[src/rtl/apb_pkg.sv]
// -----------------------------------------------------------------------------
// apb_pkg
// Shared declarations for the APB master slice:
//   apb_state_t    - transfer FSM state (IDLE, SETUP, ACCESS, DONE)
//   APB_ADDR_W     - default address width
//   APB_DATA_W     - default data width
//   OP_APB_WR/RD   - control-unit opcodes that hand a transfer to the APB master
//   is_apb_op()    - true for either APB opcode
// -----------------------------------------------------------------------------
package apb_pkg;

  localparam int unsigned APB_ADDR_W = 8;
  localparam int unsigned APB_DATA_W = 8;

  typedef enum logic [1:0] {
    IDLE   = 2'd0,
    SETUP  = 2'd1,
    ACCESS = 2'd2,
    DONE   = 2'd3
  } apb_state_t;

  localparam logic [3:0] OP_APB_WR = 4'b1100;
  localparam logic [3:0] OP_APB_RD = 4'b0001;

  function automatic logic is_apb_op(input logic [3:0] op);
    return (op == OP_APB_WR) || (op == OP_APB_RD);
  endfunction

endpackage

[src/rtl/apb_wait_timer.sv]
// -----------------------------------------------------------------------------
// apb_wait_timer
// Counts APB wait states and flags when the wait budget is used up.
// Ports:
//   clk      in  clock
//   rst_n    in  asynchronous active-low reset (count -> 0)
//   clr      in  synchronous clear (priority over en)
//   en       in  count one wait cycle
//   expired  out count has reached TIMEOUT-1 (never asserted when TIMEOUT=0)
// The counter saturates at its maximum value, so it cannot wrap even when
// TIMEOUT=0 disables the abort.
// -----------------------------------------------------------------------------
module apb_wait_timer #(
  parameter int unsigned TIMEOUT = 15
) (
  input  logic clk,
  input  logic rst_n,
  input  logic clr,
  input  logic en,
  output logic expired
);

  localparam int unsigned CW = (TIMEOUT == 0) ? 1 : $clog2(TIMEOUT + 1);
  localparam logic [CW-1:0] LAST = (TIMEOUT == 0) ? '0 : CW'(TIMEOUT - 1);
  localparam logic [CW-1:0] MAXV = '1;

  logic [CW-1:0] count;

  always_ff @(posedge clk or negedge rst_n) begin
    if (!rst_n) begin
      count <= '0;
    end else if (clr) begin
      count <= '0;
    end else if (en && (count != MAXV)) begin
      count <= count + CW'(1);
    end
  end

  assign expired = (TIMEOUT != 0) && (count == LAST);

endmodule

[src/rtl/apb_master_fsm.sv]
// -----------------------------------------------------------------------------
// apb_master_fsm
// APB3 master driven by the CPU control unit: one start request becomes one
// complete APB transfer, with read data/status returned and a one-cycle ready
// pulse back to the control unit. Wait states are bounded by TIMEOUT.
// Ports:
//   PCLK, PRESETn          clock, asynchronous active-low reset
//   start                  transfer request (level, sampled in IDLE only)
//   apb_write              1 = write, 0 = read (sampled with start)
//   req_addr, req_wdata    transfer address / write data (sampled with start)
//   ready                  one-cycle completion pulse
//   rsp_rdata              last successfully read data
//   rsp_err                status of last completed transfer (PSLVERR or timeout)
//   PSEL, PENABLE, PWRITE,
//   PADDR, PWDATA          APB request signals (all registered)
//   PRDATA, PREADY, PSLVERR APB response signals
// -----------------------------------------------------------------------------
module apb_master_fsm
  import apb_pkg::*;
#(
  parameter int unsigned ADDR_W  = APB_ADDR_W,
  parameter int unsigned DATA_W  = APB_DATA_W,
  parameter int unsigned TIMEOUT = 15
) (
  input  logic              PCLK,
  input  logic              PRESETn,
  input  logic              start,
  input  logic              apb_write,
  input  logic [ADDR_W-1:0] req_addr,
  input  logic [DATA_W-1:0] req_wdata,
  output logic              ready,
  output logic [DATA_W-1:0] rsp_rdata,
  output logic              rsp_err,
  output logic              PSEL,
  output logic              PENABLE,
  output logic              PWRITE,
  output logic [ADDR_W-1:0] PADDR,
  output logic [DATA_W-1:0] PWDATA,
  input  logic [DATA_W-1:0] PRDATA,
  input  logic              PREADY,
  input  logic              PSLVERR
);

  apb_state_t state;

  logic timer_clr;
  logic timer_en;
  logic timer_expired;

  // Timer restarts on every launch and only counts ACCESS cycles with PREADY low.
  assign timer_clr = (state == IDLE) && start;
  assign timer_en  = (state == ACCESS) && !PREADY;

  apb_wait_timer #(
    .TIMEOUT (TIMEOUT)
  ) u_wait_timer (
    .clk     (PCLK),
    .rst_n   (PRESETn),
    .clr     (timer_clr),
    .en      (timer_en),
    .expired (timer_expired)
  );

  // Outputs are assigned together with the next state so that each output
  // register already holds the value belonging to the state being entered.
  always_ff @(posedge PCLK or negedge PRESETn) begin
    if (!PRESETn) begin
      state     <= IDLE;
      ready     <= 1'b0;
      rsp_rdata <= '0;
      rsp_err   <= 1'b0;
      PSEL      <= 1'b0;
      PENABLE   <= 1'b0;
      PWRITE    <= 1'b0;
      PADDR     <= '0;
      PWDATA    <= '0;
    end else begin
      ready <= 1'b0;
      case (state)
        IDLE: begin
          PSEL    <= 1'b0;
          PENABLE <= 1'b0;
          if (start) begin
            PWRITE <= apb_write;
            PADDR  <= req_addr;
            PWDATA <= req_wdata;
            PSEL   <= 1'b1;
            state  <= SETUP;
          end
        end

        SETUP: begin
          PENABLE <= 1'b1;
          state   <= ACCESS;
        end

        ACCESS: begin
          if (PREADY) begin
            rsp_err <= PSLVERR;
            if (!PWRITE && !PSLVERR) begin
              rsp_rdata <= PRDATA;
            end
            PSEL    <= 1'b0;
            PENABLE <= 1'b0;
            ready   <= 1'b1;
            state   <= DONE;
          end else if (timer_expired) begin
            // Abort: report an error, keep the previous read data.
            rsp_err <= 1'b1;
            PSEL    <= 1'b0;
            PENABLE <= 1'b0;
            ready   <= 1'b1;
            state   <= DONE;
          end
        end

        DONE: begin
          state <= IDLE;
        end

        default: begin
          PSEL    <= 1'b0;
          PENABLE <= 1'b0;
          state   <= IDLE;
        end
      endcase
    end
  end

endmodule

[config.mk]
export PLATFORM = sky130hd
export DESIGN_NAME = apb_master_fsm
export DESIGN_NICKNAME = d
export VERILOG_FILES = /design/src/rtl/apb_pkg.sv /design/src/rtl/apb_wait_timer.sv /design/src/rtl/apb_master_fsm.sv
export SDC_FILE = /design/constraint.sdc
export NUM_CORES = 1
export LEC_CHECK = 0
export ABC_AREA = 1
export CELL_PAD_IN_SITES_DETAIL_PLACEMENT = 1
export CELL_PAD_IN_SITES_GLOBAL_PLACEMENT = 2
export CORE_MARGIN = 1.5
export CORE_UTILIZATION = 28
export DETAILED_ROUTE_END_ITERATION = 12
export PLACE_DENSITY = 0.9
export REMOVE_ABC_BUFFERS = 1
export SYNTH_ARGS = -nofsm -noshare
export SYNTH_HDL_FRONTEND = slang
export SYNTH_SLANG_ARGS = --single-unit
[constraint.sdc]
create_clock -name PCLK -period 2.58 [get_ports PCLK]
set_input_delay 0.516 -clock PCLK [delete_from_list [all_inputs] [get_ports PCLK]]
set_output_delay 0.516 -clock PCLK [all_outputs]
set_load 0.03 [all_outputs]
Yosys cells after proc, flatten, opt, wreduce, memory -nomap -nowiden. Index checks and enable logic that the tools add are counted.

Equal/unequal tests: 7. Reduce and logical (&&, ||, !) cells: 18. $add $sub $neg: 1. Muxes and demuxes: 16.

Operators by type and width (count): 2-bit AND reduction (5); 1-bit two-way mux (8); 4-bit two-way mux (2); 2-bit case mux with 4 select lines (1); 2-bit two-way mux (3); 2-bit nonzero test (3); 4-bit by 1-bit adder with 4-bit output, second input constant (1); 2-bit == test, second input constant (2); 4-bit == test, second input constant (1); 1-bit logical AND (4); 4-bit inequality test, second input constant (1); 1-bit zero test (3); 3-bit inequality test, second input constant (1); 1-bit case mux with 3 select lines (1); 3-bit AND reduction (1); 3-bit nonzero test (1); 2-bit by 1-bit == test with 1-bit output, second input constant (1); 2-bit zero test (1); 2-bit inequality test, second input constant (1); 1-bit case mux with 2 select lines (1).

Logic and storage cells: 52. Output and inout port bits: 29. Register bits after elaboration: 35.

Longest topological paths before layout. Gate-level depths: netlist of the first run.

Word-level depth: 5. Mapped depth: 8. Depth with buffers taken out: 8.

By module. A second synthesis of the first run with hierarchy kept.

Cells, all modules: 184. Area total of the unflattened synthesis: 1569.0 µm².

Modules (own cells, without submodules): apb_master_fsm (area an instance 1327.5 µm², cells an instance 153, sequential area each 775.7 µm², times used 1); apb_wait_timer (area an instance 241.5 µm², cells an instance 31, sequential area each 100.1 µm², times used 1).

Worst setup path before layout of the first run. Ideal clock, no wire load.

Kind: reg-to-reg. From: register state[0]. To: register PADDR[0]. Cell stages (with the launch flop): 6. Library setup time: 125 ps. Path slack: 1172 ps. Arrival time: 1282 ps. Clock period less this slack: 1408 ps. Cells stage by stage: dfrtp_1 inv_1 ha_1 nand2_2 buf_6 mux2_4.

Cells in the longest elaborated chain, start to end: 2.

Ends and longest elaborated chain: from (decl) (line apb_master_fsm.sv:44) `apb_state_t state;`; from (signal assigned) (line apb_master_fsm.sv:68) `state <= IDLE;`; from (signal assigned) (line apb_master_fsm.sv:88) `state <= SETUP;`; from (signal assigned) (line apb_master_fsm.sv:94) `state <= ACCESS;`; 2-bit zero test (line apb_master_fsm.sv:79) `case (state)`; 2-bit AND reduction (no source line); to (signal assigned) (line apb_master_fsm.sv:85) `PADDR <= req_addr;`; to (decl) (line apb_master_fsm.sv:37) `output logic [ADDR_W-1:0] PADDR,`.

Every way passes these cells. A chain may end at the register's enable or synchronous reset.

Final worst setup path of the first run.
From: register PADDR[1]. To: output port PADDR[1].

No word-level cell between the ends.

==> flow_summary_export.csv, run 1 <==
group,metric,value,unit
synthesis,synth.distinct_cells,18,
global_route,grt_pass1_wl,6100,µm
timing,period_share,71.7,%
timing,setup_tns,0,ns
routing,dr_total_vias,1201,
layout,final_cells,278,
global_route,grt_antenna_before_repair,0,
clock_tree,h-tree-depth,2,
place,place_congestion,0.717,
global_route,grt_max_degree,36,
worst_setup_path,crit_arrival,1.33,ns
floorplan,core,5470,µm²
clock_tree,cts_hold_buf,0,
place,dp_hpwl,2520,µm
place,io_buffers,58,
layout,nFillCells,630,
routing,ant_nets,0,
timing,rsz0062_at_grt,"no",
worst_setup_path,crit_required,2.06,ns
layout,diodes,0,
timing,relSlewSlack,47.9,%
layout,stdcell_area,2330,µm²
timing,finalMaxSlewViolations,0,
worst_setup_path,worst-path-max-fanout,2,
timing,period_minus_slack,1.85,ns
clock_tree,cts-root-buf,"clkbuf_8",
place,dpl_cell_area,2210,µm²
timing,fin_skew,0.00579,ns
pwr,power_density,1330,nW/µm²
routing,drt_pass1_iterations,4,
floorplan,start_util,28.7,%
clock_tree,cts_buffers,5,
place,dp.cells,270,
timing,hold_violations,0,
worst_setup_path,cp-end-kind,"primary output",
layout,final_cell_mix,"clkdlybuf4s50_1 (57), dfrtp_1 (35), nand2_1 (34)",
routing,routed_wirelength,3530,µm
worst_setup_path,worst_path_max_delay_cell,"clkdlybuf4s50_1",
clock_tree,clk_pin_slew,0.08,ns
worst_setup_path,critical_path_class,"flop to primary output",
pwr,p_leak,1.13,nW
flow_run,maxCapViolations,0,
layout,drive_gt1_share,14.1,%
timing,setup_viol,0,
worst_setup_path,max_stage_delay,0.69,ns
floorplan,die_area,6070,µm²
clock_tree,cts_resized,0,
worst_setup_path,crit_family,"buffers and inverters",
clock_tree,numClockSinks,35,
worst_setup_path,cp.buffers_inverters,1,
clock_tree,clkLatencyLatePin,0.29,ns
worst_hold_path,hp-class,"input pin to asynchronous set/reset pin",
layout,nets,241,
global_route,overflow,0,
global_route,grt_pass1_vias,1289,
synthesis,syn_area,1570,µm²
synthesis,syn_inst,142,
routing,post_drt_via_cell_ratio,4.32,
timing,fmax,541,MHz
clock_tree,cts_tree,"built",
routing,drtIter0Drc,33,
worst_setup_path,startpoint_type,"flop",
layout,utilization,42.5,%
floorplan,rows,27,
synthesis,ys_ff_latch,35,
worst_setup_path,cp_cell_sequence,"clkdlybuf4s50_1",
global_route,grt.total_usage,13.1,%
synthesis,yosys_warnings,0,
routing,drc,0,
floorplan,die_w,77.9,µm
clock_tree,post_cts_buffers,0,
layout,final_common_cell,"clkdlybuf4s50_1",
routing,wl_per_cell,12.7,µm
layout,area_growth,48.1,%
layout,multi_input_area,623,µm²
synthesis,synth_area_per_cell,11.1,µm²
timing,tightest_slew,0.781,ns
floorplan,io-pin-count,59,
pwr,ir_drop,0.547,mV
status,status,"finished, final reports clean",
floorplan,die_h,77.9,µm
layout,seq_area,876,µm²
synthesis,ys_seq_area_share,55.8,%
clock_tree,clockBufferDepth,2,
## kinds of logic (layout without fill, tap and decap cells)
| family | Yosys count | in the layout | share of synthesized area, % |
|---|---|---|---|
| AOI/OAI and AO/OA | 5 | 5 | 1.59 |
| xor gates and xnor gates | 1 | 1 | 0.558 |
| adders and majority gates | 6 | 6 | 4.78 |
| buffers and inverters | 15 | 79 | 4.54 |
| DFF | 35 | 35 | 55.8 |
| muxes | 16 | 16 | 14.3 |
| and+or+nand+nor | 64 | 64 | 18.4 |
## cell type report
cell class                 instances  share of cell area [%]
clock buffer                       5                    2.96
sequential                        35                    37.7
timing repair buffer              58                    24.7
multi-input combinational         92                    26.8
clock inverter                     3                    1.88
inverter                          13                    2.10
tap                               72                    3.87
## where the power goes
group,leakage (nW),switching [mW],internal [mW],total [mW]
logic,0.647,0.869,0.730,1.60
clock network,0.0581,0.212,0.288,0.500
registers,0.429,0.170,0.814,0.984
total,1.13,1.25,1.83,3.08
## worst paths after layout
check	startpoint	end	slack, ns	depth (start not counted)
worst min-delay path	PRESETn	rsp_err	0.30	1
worst max-delay path	PADDR[1]	PADDR[1]	0.73	1
max in group asynchronous	PRESETn	PWRITE	1.78	1
worst min register to register	rsp_rdata[2]	rsp_rdata[2]	0.47	2
worst max register to register	state[0]	PADDR[6]	0.80	4
min in group PCLK	rsp_rdata[2]	rsp_rdata[2]	0.47	2
## synthesized netlist by cell type (all sizes together)
cell type  count  share of area (%)
o21ai          3               0.96
ha             6                4.8
dfrtp         35                 56
nor2           7                1.7
nand4          1               0.40
inv           12                2.9
nand2         36                9.2
mux2          16                 14
nor3           1                1.0
buf            2                1.4
nand3         19                6.1
clkinv         1               0.24
a21oi          2               0.64
xor2           1               0.56
## per-layer routing
layer | share of wire (%) | GRT usage (%) | up-vias
met4 | 1.4 | 4.91 | 0
li1 | - | - | 582
met5 | 0 | 0 | -
met3 | 8.4 | 5.41 | 5
met1 | 44 | 15.7 | 571
met2 | 46 | 21.0 | 43
## metrics by stage
stage | power (mW) | hold slack [ns] | worst slack (ns)
CTS | 3.13 | 0.333 | 0.707
detailed placement | 2.61 | 0.459 | 0.550
global placement | 2.57 | 0.455 | 0.587
finish | 3.08 | 0.300 | 0.730
global route | 3.29 | 0.362 | 0.669
floorplan | 1.96 | 0.220 | 1.02
## registers in the layout, indices dropped and copies added, names as in the netlist
signal,count
ready,1
u_wait_timer.count,4
PADDR,8
state,2
rsp_rdata,8
PWRITE,1
rsp_err,1
PENABLE,1
PWDATA,8
PSEL,1
Power figures use the tool's default switching activity.
==> run 2, diff against run 1 <==
--- a/config.mk
+++ b/config.mk
@@ -9,9 +9,9 @@
 export CELL_PAD_IN_SITES_DETAIL_PLACEMENT = 1
 export CELL_PAD_IN_SITES_GLOBAL_PLACEMENT = 2
 export CORE_MARGIN = 1.5
-export CORE_UTILIZATION = 28
+export CORE_UTILIZATION = 24
 export DETAILED_ROUTE_END_ITERATION = 12
-export PLACE_DENSITY = 0.9
+export PLACE_DENSITY = 0.82
 export REMOVE_ABC_BUFFERS = 1
 export SYNTH_ARGS = -nofsm -noshare
 export SYNTH_HDL_FRONTEND = slang
==> constraint.sdc (replaced) <==
create_clock -name PCLK -period 1.68 [get_ports PCLK]
set_input_delay 0.336 -clock PCLK [delete_from_list [all_inputs] [get_ports PCLK]]
set_output_delay 0.336 -clock PCLK [all_outputs]
set_load 0.03 [all_outputs]
==> flow_summary_export.csv, run 2 (synthesis gave the netlist of run 1 again) <==
group,metric,value,unit
routing,dr_total_vias,1219,
place,dpl_cell_area,2280,µm²
clock_tree,cts-root-buf,"clkbuf_8",
timing,fin_skew,0.00472,ns
worst_setup_path,reg2reg_to,"PWDATA[6]",
global_route,grt.total_usage,11.6,%
worst_setup_path,max_stage_delay,0.67,ns
layout,final_common_cell,"dfrtp_1",
worst_setup_path,startpoint_type,"flop",
global_route,use_met1,14.1,%
floorplan,rows,29,
floorplan,core,6350,µm²
layout,final_cell_mix,"dfrtp_1 (35), nand2_1 (34), clkdlybuf4s50_1 (29)",
worst_setup_path,cp_cell_sequence,"clkdlybuf4s50_1",
timing,whs,0.466,ns
routing,post_drt_via_cell_ratio,4.22,
clock_tree,clk_pin_slew,0.07,ns
layout,nets,247,
global_route,grt_antenna_before_repair,0,
worst_setup_path,worst_path_max_delay_cell,"clkdlybuf4s50_1",
clock_tree,cts_buffers,5,
flow_run,maxCapViolations,0,
global_route,overflow,0,
clock_tree,clockBufferDepth,2,
timing,period_minus_slack,1.63,ns
global_route,grt_pass1_vias,1344,
worst_setup_path,reg2reg_slack,0.20,ns
layout,reg_top3,"PADDR: 8 flops, PWDATA: 8 flops, rsp_rdata: 8 flops",
routing,drtIter0Drc,54,
floorplan,io-pin-count,59,
worst_setup_path,crit_required,1.34,ns
floorplan,die_area,7040,µm²
place,place_ws,0.114,ns
routing,drt_pass1_iterations,2,
worst_setup_path,r2r_start,"state[1]",
timing,hold_violations,0,
routing,drc,0,
worst_setup_path,cp-end-kind,"primary output",
worst_setup_path,cp.depth,1,
worst_setup_path,crit_arrival,1.29,ns
layout,final_cells,289,
place,place_congestion,0.762,
clock_tree,numClockSinks,35,
status,status,"finished, final reports clean",
pwr,p_leak,1.37,nW
layout,utilization,38.0,%
timing,finalMaxSlewViolations,0,
global_route,grt_max_degree,18,
timing,period_share,96.8,%
place,dp.cells,280,
global_route,busiest_layer,"met2",
global_route,met2_usage,18.5,%
global_route,grt_pass1_wl,6390,µm
layout,diodes,0,
timing,setup_viol,0,
routing,ant_nets,0,
worst_setup_path,crit_start,"ready",
worst_hold_path,min-delay-start,"rsp_rdata[6]",
global_route,use_met3,4.65,%
worst_hold_path,hp-class,"flop to flop",
timing,rsz0062_at_grt,"no",
routing,routed_wirelength,3800,µm
floorplan,die_h,83.9,µm
clock_tree,cts_tree,"built",
timing,fin_ws,0.0545,ns
pwr,power_density,1880,nW/µm²
worst_setup_path,crit_family,"buffers and inverters",
routing,wl_per_cell,13.2,µm
layout,seq_area,876,µm²
worst_setup_path,cp.buffers_inverters,1,
timing,tightest_slew,0.385,ns
layout,stdcell_area,2410,µm²
timing,fmax,615,MHz
place,io_buffers,58,
floorplan,start_util,24.7,%
floorplan,die_w,83.9,µm
layout,drive_gt1_share,16.0,%
timing,setup_tns,0,ns
worst_setup_path,worst-path-max-fanout,1,
pwr,ir_drop,0.807,mV
worst_setup_path,reg2reg_depth,5,
pwr,finalPower,4.53,mW
place,dp_hpwl,2850,µm
clock_tree,clkLatencyLatePin,0.29,ns
timing,relSlewSlack,74.3,%
layout,multi_input_area,623,µm²
clock_tree,h-tree-depth,2,
worst_setup_path,critical_path_class,"flop to primary output",
layout,area_growth,53.5,%
layout,nFillCells,711,
worst_setup_path,crit_end,"ready",
run 2: worst min path at each step:
stage / slack, ns / cells past startpoint / endpoint
after floorplan: 0.04 / 0 / PADDR[0]
after global placement: 0.27 / 1 / PWDATA[2]
after detailed placement: 0.28 / 1 / PWDATA[2]
after CTS: 0.48 / 2 / rsp_rdata[6]
after global routing: 0.51 / 2 / rsp_rdata[6]
final: 0.47 / 2 / rsp_rdata[6]
run 2: power breakdown:
group | total [mW] | internal, mW | switching, mW
registers | 1.50 | 1.25 | 0.249
logic | 2.40 | 1.05 | 1.36
clock network | 0.621 | 0.289 | 0.333
total | 4.53 | 2.59 | 1.94
run 2: timing repair:
item / 4_1_cts / 5_1_grt
endpoints found under the setup margin: 11 / 17
resized for setup: 11 / 17
hold buffers: 1 / 0
setup buffers: 0 / 0
endpoints found under the hold margin: 15 / 0
run 2: cell type report:
class	instances	area share [%]
clock buffers	5	2.86
clock inverters	3	0.831
inverters	13	2.02
multi-input cells	92	25.9
flip-flops and latches	35	36.3
well taps	77	4.00
repair buffers	64	28.1
run 2: metal layers:
metal	part of all wire, %	vias up
met5	0	-
met4	1.6	0
met3	6.8	5
met2	49	39
met1	43	582
li1	-	593
